[src/rtl/ahb3lite_apb_bridge.sv]
// ============================================================================
// Module      : ahb3lite_apb_bridge
// Description : AHB3-Lite slave to APB master bridge on a single clock.
//               Each AHB transfer becomes one APB SETUP/ACCESS pair. Writes
//               spend one extra cycle capturing HWDATA. Oversized transfers
//               and APB slave errors produce a two-cycle AHB ERROR response.
//               Every output is driven straight from a flop.
// Revision    : 1.0 - initial release
// ============================================================================
`default_nettype none

module ahb3lite_apb_bridge #(
    parameter int HADDR_SIZE = 32,
    parameter int HDATA_SIZE = 32,
    parameter int PADDR_SIZE = 8,
    parameter int PDATA_SIZE = 32
) (
    input  logic                    HCLK,
    input  logic                    HRESET,
    // AHB3-Lite slave side
    input  logic                    HSEL,
    input  logic [HADDR_SIZE-1:0]   HADDR,
    input  logic [HDATA_SIZE-1:0]   HWDATA,
    output logic [HDATA_SIZE-1:0]   HRDATA,
    input  logic                    HWRITE,
    input  logic [2:0]              HSIZE,
    input  logic [2:0]              HBURST,
    input  logic [3:0]              HPROT,
    input  logic [1:0]              HTRANS,
    input  logic                    HMASTLOCK,
    input  logic                    HREADY,
    output logic                    HREADYOUT,
    output logic                    HRESP,
    // APB master side
    output logic                    PSEL,
    output logic                    PENABLE,
    output logic [2:0]              PPROT,
    output logic                    PWRITE,
    output logic [PDATA_SIZE/8-1:0] PSTRB,
    output logic [PADDR_SIZE-1:0]   PADDR,
    output logic [PDATA_SIZE-1:0]   PWDATA,
    input  logic [PDATA_SIZE-1:0]   PRDATA,
    input  logic                    PREADY,
    input  logic                    PSLVERR
);

    localparam int         c_STRB_W    = PDATA_SIZE / 8;
    localparam int         c_LANE_W    = (c_STRB_W > 1) ? $clog2(c_STRB_W) : 1;
    localparam logic [2:0] c_MAX_HSIZE = 3'($clog2(HDATA_SIZE / 8));

    // Bridge state encoding
    localparam logic [2:0] c_ST_IDLE   = 3'd0;
    localparam logic [2:0] c_ST_WDATA  = 3'd1;
    localparam logic [2:0] c_ST_SETUP  = 3'd2;
    localparam logic [2:0] c_ST_ACCESS = 3'd3;
    localparam logic [2:0] c_ST_ERR1   = 3'd4;
    localparam logic [2:0] c_ST_ERR2   = 3'd5;

    logic [2:0]              r_state;
    logic [2:0]              w_state_nxt;
    logic                    w_accept;
    logic                    w_size_err;
    logic [c_STRB_W-1:0]     w_strb;
    int                      w_offset;

    logic                    r_hreadyout;
    logic                    r_hresp;
    logic [HDATA_SIZE-1:0]   r_hrdata;
    logic                    r_psel;
    logic                    r_penable;
    logic [2:0]              r_pprot;
    logic                    r_pwrite;
    logic [c_STRB_W-1:0]     r_pstrb;
    logic [PADDR_SIZE-1:0]   r_paddr;
    logic [PDATA_SIZE-1:0]   r_pwdata;

    logic                    w_hreadyout_nxt;
    logic                    w_hresp_nxt;
    logic                    w_psel_nxt;
    logic                    w_penable_nxt;

    // Inputs that carry no meaning for an APB target are folded away here
    logic                    w_unused;
    assign w_unused = ^{HADDR, HBURST, HMASTLOCK, HPROT[3:2], HTRANS[0]};

    // A new address phase is only taken while the bridge is free
    assign w_accept   = ((r_state == c_ST_IDLE) || (r_state == c_ST_ERR2)) &&
                        HSEL && HREADY && HTRANS[1];
    assign w_size_err = (HSIZE > c_MAX_HSIZE);

    // Byte lanes covered by the naturally aligned block of size 2^HSIZE
    always_comb begin
        w_strb   = '0;
        w_offset = int'(HADDR[c_LANE_W-1:0]);
        for (int i = 0; i < c_STRB_W; i++) begin
            w_strb[i] = ((i >> HSIZE) == (w_offset >> HSIZE));
        end
    end

    // Next-state logic
    always_comb begin
        w_state_nxt = r_state;
        case (r_state)
            c_ST_IDLE, c_ST_ERR2: begin
                if (w_accept) begin
                    if (w_size_err) begin
                        w_state_nxt = c_ST_ERR1;
                    end else if (HWRITE) begin
                        w_state_nxt = c_ST_WDATA;
                    end else begin
                        w_state_nxt = c_ST_SETUP;
                    end
                end else begin
                    w_state_nxt = c_ST_IDLE;
                end
            end
            c_ST_WDATA:  w_state_nxt = c_ST_SETUP;
            c_ST_SETUP:  w_state_nxt = c_ST_ACCESS;
            c_ST_ACCESS: begin
                if (PREADY) begin
                    w_state_nxt = PSLVERR ? c_ST_ERR1 : c_ST_IDLE;
                end
            end
            c_ST_ERR1:   w_state_nxt = c_ST_ERR2;
            default:     w_state_nxt = c_ST_IDLE;
        endcase
    end

    // Handshake outputs are a pure decode of the state being entered
    always_comb begin
        w_hreadyout_nxt = (w_state_nxt == c_ST_IDLE) || (w_state_nxt == c_ST_ERR2);
        w_hresp_nxt     = (w_state_nxt == c_ST_ERR1) || (w_state_nxt == c_ST_ERR2);
        w_psel_nxt      = (w_state_nxt == c_ST_SETUP) || (w_state_nxt == c_ST_ACCESS);
        w_penable_nxt   = (w_state_nxt == c_ST_ACCESS);
    end

    // State and handshake output registers
    always_ff @(posedge HCLK) begin
        if (HRESET) begin
            r_state     <= c_ST_IDLE;
            r_hreadyout <= 1'b1;
            r_hresp     <= 1'b0;
            r_psel      <= 1'b0;
            r_penable   <= 1'b0;
        end else begin
            r_state     <= w_state_nxt;
            r_hreadyout <= w_hreadyout_nxt;
            r_hresp     <= w_hresp_nxt;
            r_psel      <= w_psel_nxt;
            r_penable   <= w_penable_nxt;
        end
    end

    // Address-phase attributes captured once per accepted transfer, so they
    // hold steady through SETUP and every ACCESS wait cycle
    always_ff @(posedge HCLK) begin
        if (HRESET) begin
            r_paddr  <= '0;
            r_pwrite <= 1'b0;
            r_pprot  <= 3'b000;
            r_pstrb  <= '0;
        end else if (w_accept) begin
            r_paddr  <= HADDR[PADDR_SIZE-1:0];
            r_pwrite <= HWRITE;
            r_pprot  <= {~HPROT[0], 1'b0, HPROT[1]};
            r_pstrb  <= HWRITE ? w_strb : '0;
        end
    end

    // Write data is taken in the AHB data phase, which is the WDATA cycle
    always_ff @(posedge HCLK) begin
        if (HRESET) begin
            r_pwdata <= '0;
        end else if (r_state == c_ST_WDATA) begin
            r_pwdata <= HWDATA;
        end
    end

    // Read data is captured only on a successful APB read completion
    always_ff @(posedge HCLK) begin
        if (HRESET) begin
            r_hrdata <= '0;
        end else if ((r_state == c_ST_ACCESS) && PREADY && !PSLVERR && !r_pwrite) begin
            r_hrdata <= PRDATA;
        end
    end

    assign HREADYOUT = r_hreadyout;
    assign HRESP     = r_hresp;
    assign HRDATA    = r_hrdata;
    assign PSEL      = r_psel;
    assign PENABLE   = r_penable;
    assign PPROT     = r_pprot;
    assign PWRITE    = r_pwrite;
    assign PSTRB     = r_pstrb;
    assign PADDR     = r_paddr;
    assign PWDATA    = r_pwdata;

endmodule

`default_nettype wire

[config.mk]
export PLATFORM = sky130hd
export DESIGN_NAME = ahb3lite_apb_bridge
export DESIGN_NICKNAME = d
export VERILOG_FILES = /design/src/rtl/ahb3lite_apb_bridge.sv
export SDC_FILE = /design/constraint.sdc
export NUM_CORES = 1
export LEC_CHECK = 0
export CORE_UTILIZATION = 35
export DETAILED_ROUTE_END_ITERATION = 8
export PLACE_DENSITY = 0.8
export SETUP_SLACK_MARGIN = 0.5
export SYNTH_ARGS = -nofsm -noshare
export SYNTH_HDL_FRONTEND = slang
export SYNTH_SLANG_ARGS = --single-unit
[constraint.sdc]
create_clock -name HCLK -period 3.65 [get_ports HCLK]
set_input_delay 0.73 -clock HCLK [delete_from_list [all_inputs] [get_ports HCLK]]
set_output_delay 0.73 -clock HCLK [all_outputs]
set_load 0.03 [all_outputs]
Word level (Yosys, flattened, before mapping)

Cells that the tools add are included.

Register bits after elaboration: 86
Bits of input ports: 116
Output and inout port bits: 84
Word-level logic and storage cells: 53

Order comparisons: 1
Equality and inequality tests: 13
Shift operators: 5
Mux-type cells: 7
Bitwise operators: 1
Reduce and logical (&&, ||, !) cells: 15

Operators with widths:

| kind                                                | number |
|---|---|
| equality test 32 bit                                | 4 |
| >> shifter 1 x 3 -> 32 bit, first input constant    | 2 |
| >> shifter 2 x 3 -> 32 bit, first input constant    | 2 |
| >> shifter 2 x 3 -> 32 bit                          | 1 |
| case mux 3 bit (5 select lines)                     | 1 |
| equality test 3 x 2 -> 1 bit, second input constant | 4 |
| equality test 3 bit, second input constant          | 4 |
| two-way mux 3 bit                                   | 4 |
| logical AND 1 bit                                   | 6 |
| zero test 3 bit                                     | 2 |
| logical OR 1 bit                                    | 4 |
| two-way mux 4 bit                                   | 1 |
| equality test 3 x 1 -> 1 bit, second input constant | 1 |
| > comparator 3 x 2 -> 1 bit, second input constant  | 1 |
| zero test 1 bit                                     | 2 |
| two-way mux 2 bit                                   | 1 |
| OR reduction 2 bit                                  | 1 |
| NOT 1 bit                                           | 1 |

Longest topological paths before layout

Depth in word-level cells: 9
Gate-level depth with buffers: 7
Mapped depth without buffers: 5

Worst setup path before layout

No wires, ideal clock.

Path type: input-to-reg
Start point: in HTRANS[1]
End point: reg r_paddr[4], in the netlist PADDR[4]
Library setup time: 128 ps
Arrival: 1534 ps
Data required time: 3522 ps
Path slack: 1989 ps
Stages: 5
Buffers on the path: 1
Cell sequence: nand4b_4 -> nor2_8 -> buf_4 -> mux2i_1 -> nor2_1

Cells in the longest elaborated chain, start to end: 1

Ends and longest elaborated chain:

| item                 | RTL line | RTL |
|---|---|---|
| from (decl)          | 29       | `input logic [1:0] HTRANS,` |
| logical AND 1 bit    | 88       | `HSEL && HREADY && HTRANS[1];` |
| to (signal assigned) | 163      | `r_paddr <= HADDR[PADDR_SIZE-1:0];` |
| to (decl)            | 74       | `logic [PADDR_SIZE-1:0] r_paddr;` |

Every way passes these cells.
A chain may end at the register's enable or synchronous reset.

Worst setup path after layout

Start point: in PREADY
End point: reg r_hrdata[26], in the netlist HRDATA[26]

Cells in the longest elaborated chain, start to end: 3

Ends and longest elaborated chain:

| item                           | RTL line | RTL |
|---|---|---|
| from (decl)                    | 43       | `input logic PREADY,` |
| logical AND 1 bit (3 in a row) | 183      | `end else if ((r_state == c_ST_ACCESS) && PREADY && !PSLVERR && !r_pwrite) begin` |
| to (signal assigned)           | 182      | `r_hrdata <= '0;` |
| to (signal assigned)           | 184      | `r_hrdata <= PRDATA;` |
| to (decl)                      | 68       | `logic [HDATA_SIZE-1:0] r_hrdata;` |

Every way passes these cells.

==> flow_summary.json <==
{
  "fill_cells": 757,
  "synth_top_family_by_area": "simple AND/OR/NAND/NOR gates",
  "numCtsBuffers": 9,
  "rows": 34,
  "cts_resized": 0,
  "synth_seq_area_share_pct": 54.4,
  "nets": 651,
  "dpl.hpwl_um": 5790,
  "clk_path_buf_depth": 2,
  "power_uw": 2100,
  "synth_warnings": 0,
  "rsz0062_at_grt": "no",
  "antenna_left": 0,
  "finalNonFillerCells": 648,
  "htree_levels": 3,
  "syn_inst": 380,
  "synth_seq_cells": 86,
  "power.share.switching_pct": 27.0,
  "io_pins": 200,
  "syn2layout_area_growth_pct": 60.6,
  "numPortBuffers": 167,
  "fp.coreArea_um2": 8720,
  "finalHoldViolations": 0,
  "final_layout_size_suffix_gt1_share_pct": 4.81,
  "post-cts-setup-buffer-count": 0,
  "ff2ff_path_depth": 5,
  "fin_crit_ns": 2.34,
  "mostFrequentLayoutCell": "clkdlybuf4s50_1",
  "die-area_um2": 9430,
  "drc_errors": 0,
  "layout_common_cells": "166 x clkdlybuf4s50_1, 133 x nand2_1, 86 x dfxtp_1",
  "setup_viol": 0,
  "synth_compound_area_share_pct": 15.2,
  "whs_path_depth": 2,
  "hold_class": "flip-flop to flip-flop",
  "met1_usage_pct": 19.7,
  "fin_area_um2": 5080,
  "drt_first_pass_iters": 4,
  "arrival_ns": 2.55,
  "switchingPower_uw": 568,
  "dpl_cell_area_um2": 4870,
  "skew_ns": 0.00770,
  "fin_setup_tns_ns": 0,
  "grt_pass1_vias": 2907,
  "grt_antenna_before_repair": 0,
  "synth_fa_ha_area_share_pct": 0,
  "first_iter_violations": 36,
  "clock.fmax_ghz": 0.427,
  "holdBufCountCts": 0,
  "wirelength_um": 8140,
  "finalCritPeriodShare_pct": 64.1,
  "gr-usage-met2_pct": 29.1,
  "n_antenna_cell": 0,
  "synth_area_per_cell_um2": 8.33,
  "slew_violations": 0,
  "grt_start_max_net_pins": 40,
  "worst_setup_path_end_kind": "flip-flop",
  "max-cap-violations": 0,
  "p_int_uw": 1530,
  "wl_per_cell_um": 12.6,
  "clock-sinks": 86,
  "status": "finished, final reports clean",
  "cts_tree": "done",
  "comb_power_share_pct": 19.6,
  "synth-simple-area-share_pct": 22.3,
  "num_vias": 3014,
  "vdd_drop_max_uv": 265,
  "synth_fp_nets": 496,
  "crit_path_max_fanout": 32,
  "initial_utilization_pct": 36.3,
  "die_h_um": 97.1,
  "viasPerCell": 4.65,
  "grt_pass1_wl_um": 13400,
  "clk_pin_slew_ns": 0.08,
  "startpoint_type": "primary input",
  "power_per_cell_area_nw_per_um2": 414,
  "worst_pin_slew_ns": 1.09,
  "worst_ep_required_time_ns": 3.86,
  "grt_busiest_layer": "met2",
  "place_inst": 632,
  "grt_use_met3_pct": 6.40,
  "ff2ff_setup_slack_ns": 1.55,
  "routabilityCongestion": 0.735,
  "fp.dieW_um": 97.1,
  "p_seq_share_pct": 48.2,
  "synth.distinct_cells": 27,
  "syn_area_um2": 3160,
  "grt_overflow": 0,
  "synthXorXnorAreaFrac_pct": 0.791,
  "clkPwrFrac_pct": 32.2,
  "cts_root_buf": "clkbuf_8",
  "leakage_uw": 0.00173,
  "synth_mux_area_share_pct": 3.16,
  "maxSlewHeadroom_pct": 27.1,
  "clk_latency_ns": 0.34,
  "grt_use_total_pct": 17.3,
  "critPathKind": "primary input to flip-flop"
}
-- power groups by stage --
stage	clock, uW	sequential, uW	combinational [uW]
6_report	678	1010	411
3_3_place_gp	0	1030	409
5_1_grt	746	1020	443
4_1_cts	707	1010	415
2_1_floorplan	0	1110	143
3_5_place_dp	0	1040	414
-- registers in the layout (all words and copies together), names as in the netlist --
| name | count |
|---|---|
| HRDATA | 32 |
| HREADYOUT | 1 |
| HRESP | 1 |
| PADDR | 8 |
| PENABLE | 1 |
| PPROT | 2 |
| PSEL | 1 |
| PSTRB | 4 |
| PWDATA | 32 |
| PWRITE | 1 |
| r_state | 3 |
-- path summary, 6_finish.rpt --
path,startpoint,to
min,HRDATA[29],HRDATA[29]
min reg2reg,HRDATA[29],HRDATA[29]
max,PREADY,HRDATA[26]
max reg2reg,r_state[1],HRDATA[26]
-- cell type report --
class / instances / area (um2) / share of cell area, %
clock buffer: 12 / 155 / 3.05
clock inverter: 4 / 53.8 / 1.06
inverter: 1 / 3.75 / 0.0739
multi-input combinational: 267 / 1320 / 26.0
sequential: 86 / 1720 / 33.9
tap: 108 / 135 / 2.66
timing repair buffer: 170 / 1690 / 33.2
-- kinds of logic after synthesis --
group,Yosys count
other,1
XOR/XNOR,2
AND/OR/NAND/NOR,167
buffers and inverters,27
flip-flops,86
AO/OA/AOI/OAI,87
multiplexers,10
-- critical path: stages --
cell and delay [ns]:
clkdlybuf4s50_1 0.48, nand3_1 0.16, nor2_1 0.17, nand2_1 0.62, nand2_1 0.26, a21oi_1 0.09
-- synth_stat cells --
library cell  instances  share of area [%]
a211oi_1              1               0.24
a21oi_1              72                 11
a221oi_1              3               0.83
a221oi_4              1               0.83
a31oi_2               1               0.40
and2_1                1               0.20
buf_2                 9                1.4
buf_4                 2               0.47
buf_6                 1               0.36
clkbuf_1             14                1.7
conb_1                1               0.12
dfxtp_1              86                 54
inv_1                 1               0.12
mux2i_1              10                3.2
nand2_1             133                 16
nand3_1               6               0.95
nand3b_4              1               0.63
nand4b_4              1               0.75
nor2_1               20                2.4
nor2_8                1               0.63
nor2b_1               2               0.40
nor3_1                1               0.16
nor4_2                1               0.40
o21ai_0               8                1.3
o2bb2ai_1             1               0.28
xnor2_1               1               0.28
xor2_2                1               0.51
-- routing by layer --
| metal | vias to the layer above | routed length, um |
|---|---|---|
| met3 | 13 | 733 |
| li1 | 1549 | - |
| met2 | 114 | 3780 |
| met5 | - | 0 |
| met1 | 1338 | 3460 |
| met4 | 0 | 172 |
-- per-stage QoR --
stage               setup WS [ns]  hold slack, ns  util [%]
floorplan                    1.99           0.543         -
detailed placement          0.949           0.448      55.9
CTS                          1.32           0.459      58.3
global route                 1.15           0.474      58.3
finish                       1.31           0.457      58.3
global placement             1.00           0.441      55.9
(Power assumes the default switching activity.)
